==> src/rtl/pmod_ble_accel_parser_pkg.sv <==
// Shared types, ASCII constants and the hex-digit decoder for the BLE accelerometer parser.
// Pure definitions: no latency and no backpressure of its own.
package pmod_ble_pkg;

    localparam int OSR_DEFAULT = 16;

    localparam logic [7:0] CH_A     = 8'h41;
    localparam logic [7:0] CH_COMMA = 8'h2C;
    localparam logic [7:0] CH_CR    = 8'h0D;
    localparam logic [7:0] CH_LF    = 8'h0A;

    typedef enum logic [1:0] {R_IDLE, R_START, R_DATA, R_STOP} rx_state_e;

`ifdef BLE_PARSE_CHECKSUM_EN
    typedef enum logic [2:0] {P_IDLE, P_X, P_SEP1, P_Y, P_SEP2, P_Z, P_CK, P_EOL} parse_state_e;
`else
    typedef enum logic [2:0] {P_IDLE, P_X, P_SEP1, P_Y, P_SEP2, P_Z, P_EOL} parse_state_e;
`endif

    // Returns {valid, nibble}; valid is 0 for anything that is not 0-9, A-F or a-f.
    function automatic logic [4:0] hex2nib(input logic [7:0] c);
        logic [4:0] r;
        r = 5'b0;
        if (c >= 8'h30 && c <= 8'h39) begin
            r = {1'b1, c[3:0]};
        end else if ((c >= 8'h41 && c <= 8'h46) || (c >= 8'h61 && c <= 8'h66)) begin
            r = {1'b1, 4'(c[3:0] + 4'd9)};
        end
        return r;
    endfunction

endpackage

==> src/rtl/pmod_ble_accel_parser_uart_rx_8n1.sv <==
// 8N1 UART receiver: 2-flop synchroniser, OSR-tick divider, midpoint-sampling FSM.
// rx_vld_o/rx_ferr_o pulse 1 clk after the stop-bit midpoint; no backpressure, bytes are never held.
module uart_rx_8n1
    import pmod_ble_pkg::*;
#(
    parameter int CLK_FREQ_HZ = 50000000,
    parameter int BAUD        = 115200,
    parameter int OSR         = OSR_DEFAULT
) (
    input  logic       clk,
    input  logic       rst,
    input  logic       rx_i,
    output logic [7:0] rx_data_o,
    output logic       rx_vld_o,
    output logic       rx_ferr_o
);
    localparam int DIV_RAW = (CLK_FREQ_HZ + (BAUD * OSR) / 2) / (BAUD * OSR);
    localparam int DIV     = (DIV_RAW < 1) ? 1 : DIV_RAW;
    localparam int CW      = (DIV > 1) ? $clog2(DIV) : 1;
    localparam int OW      = (OSR > 1) ? $clog2(OSR) : 1;

    logic          sync1_q, sync2_q, prev_q;
    rx_state_e     state_q, state_d;
    logic [CW-1:0] div_q, div_d;
    logic [OW-1:0] os_q, os_d;
    logic [2:0]    bit_q, bit_d;
    logic [7:0]    sh_q, sh_d;
    logic          vld_q, vld_d, ferr_q, ferr_d;
    logic          tick;

    assign tick = (div_q == CW'(DIV - 1));

    always_comb begin
        state_d = state_q;
        div_d   = tick ? '0 : div_q + 1'b1;
        os_d    = os_q;
        bit_d   = bit_q;
        sh_d    = sh_q;
        vld_d   = 1'b0;
        ferr_d  = 1'b0;
        unique case (state_q)
            R_IDLE: begin
                // A falling edge needs the line high first, which also re-arms after a framing error.
                if (prev_q && !sync2_q) begin
                    state_d = R_START;
                    div_d   = '0;
                    os_d    = '0;
                end
            end
            R_START: if (tick) begin
                if (os_q == OW'(OSR / 2 - 1)) begin
                    state_d = sync2_q ? R_IDLE : R_DATA;
                    os_d    = '0;
                    bit_d   = '0;
                end else begin
                    os_d = os_q + 1'b1;
                end
            end
            R_DATA: if (tick) begin
                if (os_q == OW'(OSR - 1)) begin
                    os_d  = '0;
                    sh_d  = {sync2_q, sh_q[7:1]};
                    bit_d = bit_q + 1'b1;
                    if (bit_q == 3'd7) state_d = R_STOP;
                end else begin
                    os_d = os_q + 1'b1;
                end
            end
            R_STOP: if (tick) begin
                if (os_q == OW'(OSR - 1)) begin
                    vld_d   = sync2_q;
                    ferr_d  = !sync2_q;
                    state_d = R_IDLE;
                end else begin
                    os_d = os_q + 1'b1;
                end
            end
            default: state_d = R_IDLE;
        endcase
    end

    always_ff @(posedge clk or posedge rst) begin
        if (rst) begin
            sync1_q <= 1'b1;
            sync2_q <= 1'b1;
            prev_q  <= 1'b1;
            state_q <= R_IDLE;
            div_q   <= '0;
            os_q    <= '0;
            bit_q   <= '0;
            sh_q    <= '0;
            vld_q   <= 1'b0;
            ferr_q  <= 1'b0;
        end else begin
            sync1_q <= rx_i;
            sync2_q <= sync1_q;
            prev_q  <= sync2_q;
            state_q <= state_d;
            div_q   <= div_d;
            os_q    <= os_d;
            bit_q   <= bit_d;
            sh_q    <= sh_d;
            vld_q   <= vld_d;
            ferr_q  <= ferr_d;
        end
    end

    assign rx_data_o = sh_q;
    assign rx_vld_o  = vld_q;
    assign rx_ferr_o = ferr_q;

endmodule

==> src/rtl/pmod_ble_accel_parser.sv <==
// Parses "A<X4>,<Y4>,<Z4>[\r]\n" frames off the BLE tap; commit is 2 clk after the '\n' stop midpoint, no backpressure.
// Define BLE_PARSE_CHECKSUM_EN to require two XOR checksum hex digits after Z.
module pmod_ble_accel_parser
    import pmod_ble_pkg::*;
#(
    parameter int CLK_FREQ_HZ = 50000000,
    parameter int BAUD        = 115200,
    parameter int OSR         = OSR_DEFAULT
) (
    input  logic        clk,
    input  logic        rst,
    input  logic        i_parse_rx,
    output logic [15:0] o_accel_x,
    output logic [15:0] o_accel_y,
    output logic [15:0] o_accel_z,
    output logic        o_accel_valid,
    output logic [15:0] o_frame_cnt,
    output logic [7:0]  o_err_cnt
);
    logic [7:0] rx_data;
    logic       rx_vld, rx_ferr;

    uart_rx_8n1 #(.CLK_FREQ_HZ(CLK_FREQ_HZ), .BAUD(BAUD), .OSR(OSR)) u_rx (
        .clk(clk), .rst(rst), .rx_i(i_parse_rx),
        .rx_data_o(rx_data), .rx_vld_o(rx_vld), .rx_ferr_o(rx_ferr)
    );

    parse_state_e st_q, st_d;
    logic [1:0]   nib_q, nib_d;
    logic [15:0]  sx_q, sx_d, sy_q, sy_d, sz_q, sz_d;
    logic [15:0]  ax_q, ax_d, ay_q, ay_d, az_q, az_d, fcnt_q, fcnt_d;
    logic         vld_q, vld_d;
    logic [7:0]   ecnt_q, ecnt_d;
    logic [4:0]   hn;
    logic         is_digit, bad, err_inc;
`ifdef BLE_PARSE_CHECKSUM_EN
    logic [7:0]   ck_acc_q, ck_acc_d, ck_rx_q, ck_rx_d;
`endif

    assign hn = hex2nib(rx_data);
    // 'A' is reserved as the frame start, so it always resyncs; digit ten must arrive as 'a'.
    assign is_digit = hn[4] && (rx_data != CH_A);

    always_comb begin
        st_d = st_q;  nib_d = nib_q;
        sx_d = sx_q;  sy_d = sy_q;  sz_d = sz_q;
        ax_d = ax_q;  ay_d = ay_q;  az_d = az_q;
        vld_d = 1'b0; fcnt_d = fcnt_q;
        bad = 1'b0;   err_inc = 1'b0;
`ifdef BLE_PARSE_CHECKSUM_EN
        ck_acc_d = ck_acc_q;
        ck_rx_d  = ck_rx_q;
`endif
        if (rx_ferr) begin
            st_d    = P_IDLE;
            err_inc = 1'b1;
        end else if (rx_vld) begin
`ifdef BLE_PARSE_CHECKSUM_EN
            if (st_q inside {P_X, P_SEP1, P_Y, P_SEP2, P_Z}) ck_acc_d = ck_acc_q ^ rx_data;
`endif
            unique case (st_q)
                P_IDLE: if (rx_data != CH_A) st_d = P_IDLE; else bad = 1'b0;
                P_X, P_Y, P_Z: begin
                    if (is_digit) begin
                        nib_d = nib_q + 1'b1;
                        if (st_q == P_X)      sx_d = {sx_q[11:0], hn[3:0]};
                        else if (st_q == P_Y) sy_d = {sy_q[11:0], hn[3:0]};
                        else                  sz_d = {sz_q[11:0], hn[3:0]};
                        if (nib_q == 2'd3) begin
                            if (st_q == P_X)      st_d = P_SEP1;
                            else if (st_q == P_Y) st_d = P_SEP2;
`ifdef BLE_PARSE_CHECKSUM_EN
                            else                  st_d = P_CK;
`else
                            else                  st_d = P_EOL;
`endif
                        end
                    end else begin
                        bad = 1'b1;
                    end
                end
                P_SEP1: if (rx_data == CH_COMMA) st_d = P_Y; else bad = 1'b1;
                P_SEP2: if (rx_data == CH_COMMA) st_d = P_Z; else bad = 1'b1;
`ifdef BLE_PARSE_CHECKSUM_EN
                P_CK: begin
                    if (is_digit) begin
                        ck_rx_d = {ck_rx_q[3:0], hn[3:0]};
                        nib_d   = (nib_q == 2'd1) ? 2'd0 : nib_q + 1'b1;
                        if (nib_q == 2'd1) st_d = P_EOL;
                    end else begin
                        bad = 1'b1;
                    end
                end
`endif
                P_EOL: begin
                    if (rx_data == CH_LF) begin
                        st_d = P_IDLE;
`ifdef BLE_PARSE_CHECKSUM_EN
                        if (ck_acc_q != ck_rx_q) err_inc = 1'b1;
                        else
`endif
                        begin
                            ax_d = sx_q;  ay_d = sy_q;  az_d = sz_q;
                            vld_d  = 1'b1;
                            fcnt_d = fcnt_q + 16'd1;
                        end
                    end else if (rx_data != CH_CR) begin
                        bad = 1'b1;
                    end
                end
                default: st_d = P_IDLE;
            endcase
            if (bad) begin
                err_inc = 1'b1;
                st_d    = P_IDLE;
            end
            if (rx_data == CH_A && (bad || st_q == P_IDLE)) begin
                st_d  = P_X;
                nib_d = 2'd0;
                sx_d  = '0;  sy_d = '0;  sz_d = '0;
`ifdef BLE_PARSE_CHECKSUM_EN
                ck_acc_d = CH_A;
`endif
            end
        end
        ecnt_d = (err_inc && ecnt_q != 8'hFF) ? ecnt_q + 8'd1 : ecnt_q;
    end

    always_ff @(posedge clk or posedge rst) begin
        if (rst) begin
            st_q  <= P_IDLE;  nib_q <= '0;
            sx_q  <= '0;  sy_q <= '0;  sz_q <= '0;
            ax_q  <= '0;  ay_q <= '0;  az_q <= '0;
            vld_q <= 1'b0;  fcnt_q <= '0;  ecnt_q <= '0;
`ifdef BLE_PARSE_CHECKSUM_EN
            ck_acc_q <= '0;  ck_rx_q <= '0;
`endif
        end else begin
            st_q  <= st_d;  nib_q <= nib_d;
            sx_q  <= sx_d;  sy_q <= sy_d;  sz_q <= sz_d;
            ax_q  <= ax_d;  ay_q <= ay_d;  az_q <= az_d;
            vld_q <= vld_d;  fcnt_q <= fcnt_d;  ecnt_q <= ecnt_d;
`ifdef BLE_PARSE_CHECKSUM_EN
            ck_acc_q <= ck_acc_d;  ck_rx_q <= ck_rx_d;
`endif
        end
    end

    assign o_accel_x     = ax_q;
    assign o_accel_y     = ay_q;
    assign o_accel_z     = az_q;
    assign o_accel_valid = vld_q;
    assign o_frame_cnt   = fcnt_q;
    assign o_err_cnt     = ecnt_q;

endmodule

==> config.mk <==
export PLATFORM = sky130hd
export DESIGN_NAME = pmod_ble_accel_parser
export DESIGN_NICKNAME = d
export VERILOG_FILES = /design/src/rtl/pmod_ble_accel_parser_pkg.sv /design/src/rtl/pmod_ble_accel_parser_uart_rx_8n1.sv /design/src/rtl/pmod_ble_accel_parser.sv
export SDC_FILE = /design/constraint.sdc
export NUM_CORES = 1
export LEC_CHECK = 0
export CAP_MARGIN = 30
export CORE_MARGIN = 1
export CORE_UTILIZATION = 56
export CTS_CLUSTER_DIAMETER = 50
export DETAILED_ROUTE_END_ITERATION = 10
export PLACE_DENSITY = 0.79
export SETUP_SLACK_MARGIN = 0.5
export SYNTH_ARGS = -nofsm -noshare
export SYNTH_HDL_FRONTEND = slang
export SYNTH_HIERARCHICAL = 1
export SYNTH_SLANG_ARGS = --single-unit
export TNS_END_PERCENT = 10
==> constraint.sdc <==
create_clock -name clk -period 5.46 [get_ports clk]
set_clock_uncertainty 0.15 [all_clocks]
set_input_delay 1.638 -clock clk [delete_from_list [all_inputs] [get_ports clk]]
set_output_delay 1.638 -clock clk [all_outputs]
set_load 0.02 [all_outputs]
After elaboration in Yosys (flattened, before gate mapping)
Index checks and enable logic that the tools add are counted.
{"block": "totals", "output_inout_bits": 73, "regBits": 153}
{"block": "op_classes", "add_sub_neg": 7, "bitwise": 1, "n_reduce_logical": 30, "magnitude_cmp": 6, "n_eq_ne": 37, "mux": 78}
{"operator": "two-way mux 16 bit", "n": 14}
{"operator": "two-way mux 3 bit", "n": 15}
{"operator": "two-way mux 4 bit", "n": 7}
{"operator": "two-way mux 2 bit", "n": 13}
{"operator": "two-way mux 5 bit", "n": 5}
{"operator": "!= test 5 x 4 -> 1 bit, second input constant", "n": 5}
{"operator": "!= test 2 x 1 -> 1 bit, second input constant", "n": 10}
{"operator": "two-way mux 1 bit", "n": 19}
{"operator": "adder 16 x 1 -> 16 bit, second input constant", "n": 1}
{"operator": "greater-or-equal comparator 8 x 7 -> 1 bit, second input constant", "n": 2}
{"operator": "less-or-equal comparator 8 x 7 -> 1 bit, second input constant", "n": 2}
{"operator": "case mux 4 bit (4 select lines)", "n": 1}
{"operator": "case mux 3 bit (5 select lines)", "n": 1}
{"operator": "AND reduction 5 bit", "n": 3}
{"operator": "equality test 3 bit, second input constant", "n": 4}
{"operator": "AND reduction 6 bit", "n": 2}
{"operator": "nonzero test 2 bit", "n": 6}
{"operator": "adder 8 x 1 -> 8 bit, second input constant", "n": 1}
{"operator": "equality test 8 x 4 -> 1 bit, second input constant", "n": 1}
{"operator": "equality test 8 x 6 -> 1 bit, second input constant", "n": 1}
{"operator": "equality test 8 x 7 -> 1 bit, second input constant", "n": 1}
{"operator": "greater-or-equal comparator 8 x 6 -> 1 bit, second input constant", "n": 1}
{"operator": "less-or-equal comparator 8 x 6 -> 1 bit, second input constant", "n": 1}
{"operator": "!= test 8 x 4 -> 1 bit, second input constant", "n": 1}
{"operator": "31 further kinds", "n": 42}

Depth between registers and ports, before layout
{"block": "logic_depth", "ltp_word": 15, "depth_mapped": 11, "depth_no_buf": 9}

Hierarchy
The synthesis kept the hierarchy.
{"mod": "pmod_ble_accel_parser", "area_per_inst_um2": 5540.3, "seq_area_each_um2": 3153.0, "cells_each": 545, "n_inst": 1}
{"mod": "uart_rx_8n1", "area_per_inst_um2": 1300.0, "seq_area_each_um2": 679.4, "cells_each": 109, "n_inst": 1}

Worst setup path after synthesis
No wires, ideal clock.
{"block": "synth_path", "kind": "register to register", "from": "register u_rx.sh_q[0], in the netlist u_rx/rx_data_o[0]", "to": "register fcnt_q[14], in the netlist o_frame_cnt[14]", "t_required_ns": 5.181, "path_stages_with_launch": 12, "path_slack_ns": 2.844, "setup_time_ns": 0.129, "path_buffers": 2, "period_less_slack_ns": 2.616, "arrival_time_ns": 2.337, "path_cell_list": "dfrtp_1 > inv_1 > ha_1 > or4b_1 > or4_1 > buf_2 > inv_2 > buf_6 > nand4_2 > nor2_2 > nand4_1 > xnor2_1"}
{"block": "synth_via", "elab_chain_cells": 2}
{"item": "from (decl)", "line": "pmod_ble_accel_parser_uart_rx_8n1.sv:27", "text": "logic [7:0] sh_q, sh_d;"}
{"item": "from (signal assigned)", "line": "pmod_ble_accel_parser_uart_rx_8n1.sv:91", "text": "sh_q <= '0;"}
{"item": "from (signal assigned)", "line": "pmod_ble_accel_parser_uart_rx_8n1.sv:102", "text": "sh_q <= sh_d;"}
{"item": "equality test 8 x 4 -> 1 bit", "line": "pmod_ble_accel_parser.sv:96", "text": "if (rx_data == CH_LF) begin"}
{"item": "AND reduction 4 bit (no source line)"}
{"item": "to (signal assigned)", "line": "pmod_ble_accel_parser.sv:142", "text": "vld_q <= vld_d; fcnt_q <= fcnt_d; ecnt_q <= ecnt_d;"}
{"item": "to (decl)", "line": "pmod_ble_accel_parser.sv:31", "text": "logic [15:0] ax_q, ax_d, ay_q, ay_d, az_q, az_d, fcnt_q, fcnt_d;"}
Every way passes these cells.
A chain may end at the register's enable or synchronous reset.

Worst setup path in the final report
{"block": "layout_path", "from": "register u_rx.sh_q[0], in the netlist u_rx/rx_data_o[0]", "to": "register fcnt_q[5], in the netlist o_frame_cnt[5]"}
The elaborated chain is that of the path after synthesis.

==> out/qor.txt <==
Antenna Violating Nets Remaining -> 0
total core area -> 0.0120 sq mm
Hold EP -> u_rx/sync2_q
most frequent cells in the layout -> 198 x nand2_1, 150 x dfrtp_1, 75 x clkdlybuf4s50_1
io pins -> 76
Fin. Hold Viols -> 0
RePlAce Congestion -> 0.877
CTS max path bufs -> 2
post-synthesis xor/xnor area fraction -> 3.20%
hold crit path type -> flip-flop to flip-flop
Post-CTS Setup Bufs -> 0
Pwr Density -> 302 mW/mm^2
Root Buffer -> clkbuf_16
Main synth FF type -> dfrtp_1
most common cell after layout, fill and taps aside -> nand2_1
r2r endpoint -> o_frame_cnt[5]
Die Y-Extent -> 113 microns
worst hold start -> u_rx/sync1_q
GRT overflow -> 0
Final HPWL DP -> 9.56 mm
Synth Area in Compound Gates -> 11.6%
Max Cap Viol -> 0
largest net degree at the start of global routing -> 83
final clock period utilization by the worst path -> 68.3%
Final Total Pwr -> 2510 uW
Post-Syn Nets -> 670
Synth Area in Adders -> 2.38%
sw frac -> 22.1%
Post-Synth Simple-Gate Area -> 21.2%
1st-iter DRT viols -> 261
main combinational cell family by area after synthesis -> simple AND/OR/NAND/NOR gates
synthesized area per cell -> 10.5 sq um
CTS H-Tree Depth -> 4
RSZ-0062 raised after global routing -> false
Crit Path Class -> flip-flop to flip-flop
Multi-input gate area -> 0.00281 sq mm
DR vias/cell -> 5.80
Final min period -> 3730 ps
post-synthesis mux area share -> 2.67%
Final Core Density -> 69.5%
clock slew at reported path FFs -> 60 ps
CTS sink cnt -> 153
combinational fraction of design power -> 4.4%
FP Rows -> 40
WP data required -> 5620 ps
CTS tree -> done
VDD IR-drop max -> 0.208 mV
DRC viols -> 0
leakage -> 0.00407 uW
number of global-route vias before repair -> 5029
slew margin rel. -> 39.0%
synth unique cells -> 70
Filler cells -> 878
total CTS buffers -> 17
R2R Setup Slk -> 1730 ps
CP arrival -> 3890 ps
first-pass GRT wire length -> 24.6 mm
hold buffer count at CTS -> 0
ANT cells -> 0
share of cells above drive strength 1 -> 9.65%
Nets -> 739
Worst-Skew Late Latency -> 430 ps
initial core utilization -> 57.2%
hold path depth -> 0
dpl cells -> 851
cell internal pwr -> 1950 uW
Flop pwr share -> 47.7%
CP Max Fanout -> 54
Finished Layout Cells -> 883
share of total power in the clock network -> 48.0%
Yosys warnings -> 6
Post-synth EDFFs -> 0
final setup fails -> 0
area of the die -> 0.0127 sq mm
Slew Limit Fails -> 0
drt total wl -> 14.3 mm
GRT Overall Usage -> 24.9%
port bufs -> 75
Post-Syn Area -> 0.00684 sq mm
DRT Pass-1 Iters -> 5
element type at the critical path start -> flip-flop
Sum Neg Setup Slack -> 0 ps
Storage cell area -> 0.00383 sq mm
vias -> 5118
initial antenna violation count -> 0
#FFs+latches synth -> 153
Post-Syn Instances -> 654
outcome -> complete, no violations
nature of the critical path endpoint -> flip-flop
Worst Reg2Reg Path Length in Cells -> 9
Die W -> 113 microns
wire per inst -> 16.2 microns
Slew @ Worst Pin -> 915 ps
worst r2r src -> u_rx/rx_data_o[0]
async set-reset flop share out of synthesis -> 100%
sequential fraction of the synthesis area -> 56.0%
Resize count post-CTS -> 0
Sw Pwr -> 553 uW
area delta synth->final -> 21.5%
FMAX -> 268 MHz
[cell families (layout without fill, tap and decap cells)]
logic type,after synthesis,count (layout)
AND/OR/NAND/NOR,308,308
flip-flops,153,153
AO/OA/AOI/OAI,98,98
buffers and inverters,43,125
XOR/XNOR,25,25
multiplexers,14,14
adder cells (fa/ha/maj),13,13
[worst max-delay path, cell delays in order, from the launching register on]
cell and delay, ps:
dfrtp_1 460, inv_1 160, ha_1 190, or4b_1 450
or4_2 1030, inv_2 220, buf_4 480, and2_1 240
nand3_1 100, xnor2_1 130
[layer usage]
layer,vias up,wire (microns),track usage [%]
li1,2404,-,-
met1,2539,6250,32.0
met2,148,7160,40.9
met3,27,626,5.67
met4,0,283,10.3
met5,-,0,0
[power groups by stage]
| stage | sequential (uW) | clock, uW | combinational (uW) |
|---|---|---|---|
| 2_1_floorplan | 1210 | 0 | 84.6 |
| 3_3_place_gp | 1210 | 0 | 99.7 |
| 6_report | 1200 | 1200 | 110 |
| 3_5_place_dp | 1210 | 0 | 113 |
| 4_1_cts | 1190 | 1220 | 113 |
| 5_1_grt | 1200 | 1270 | 127 |
[through the flow]
| stage | hold slack (ps) | setup slack, ps | cell area (sq um) |
|---|---|---|---|
| 2_1_floorplan | 195 | 2120 | 6840 |
| 3_3_place_gp | 196 | 1820 | 7660 |
| 3_5_place_dp | 199 | 1740 | 7700 |
| 4_1_cts | 207 | 1710 | 8310 |
| 5_1_grt | 213 | 1430 | 8310 |
| 6_report | 206 | 1730 | 8310 |
[sequential cells by signal, summed over array words and instances, names as in the netlist, 2 cells and up, named ones only]
| name | count |
|---|---|
| u_rx/bit_q | 3 |
| st_q | 3 |
| sz_q | 16 |
| u_rx/rx_data_o | 8 |
| nib_q | 2 |
| o_frame_cnt | 16 |
| o_err_cnt | 8 |
| sy_q | 16 |
| u_rx/os_q | 4 |
| sx_q | 16 |
| o_accel_x | 16 |
| u_rx/div_q | 5 |
| o_accel_y | 16 |
| o_accel_z | 16 |
[cell type report]
type | count | area share (%)
clock buffers | 22 | 5.59
clock inverters | 10 | 1.72
inverters | 14 | 0.678
multi-input cells | 458 | 33.8
flip-flops and latches | 153 | 46.1
well taps | 147 | 2.21
repair buffers | 79 | 9.94
[how the worst max path moves through the flow]
stage	from	endpoint	slack (ps)	cells after the start
4_1_cts	u_rx/rx_data_o[0]	o_frame_cnt[5]	1710	9
2_1_floorplan	rst	nib_q[0]	2120	1
6_report	u_rx/rx_data_o[0]	o_frame_cnt[5]	1730	9
5_1_grt	u_rx/rx_data_o[0]	o_frame_cnt[5]	1430	9
3_3_place_gp	u_rx/rx_data_o[0]	o_frame_cnt[5]	1820	9
3_5_place_dp	u_rx/rx_data_o[0]	o_frame_cnt[5]	1740	9
[cells in the mapped netlist (4+ instances only)]
cell type	count	area share (%)
clkbuf_1	9	0.49
mux2_4	7	1.5
buf_2	16	1.2
a32o_1	7	1.0
xnor2_1	10	1.3
and3_1	5	0.46
o21ai_0	7	0.51
o31ai_1	4	0.44
dfrtp_1	150	55
a21oi_1	14	1.0
a211oi_1	4	0.44
xor2_1	15	1.9
o2bb2ai_1	4	0.51
nand2_1	198	11
inv_1	13	0.71
nor2b_1	7	0.64
ha_1	13	2.4
a22o_1	27	3.5
nor2_1	23	1.3
nand2b_1	5	0.46
mux2_2	6	0.99
nor4_1	4	0.37
nand4_1	5	0.46
nand3_1	31	2.3
Power figures use the tool's default switching activity.
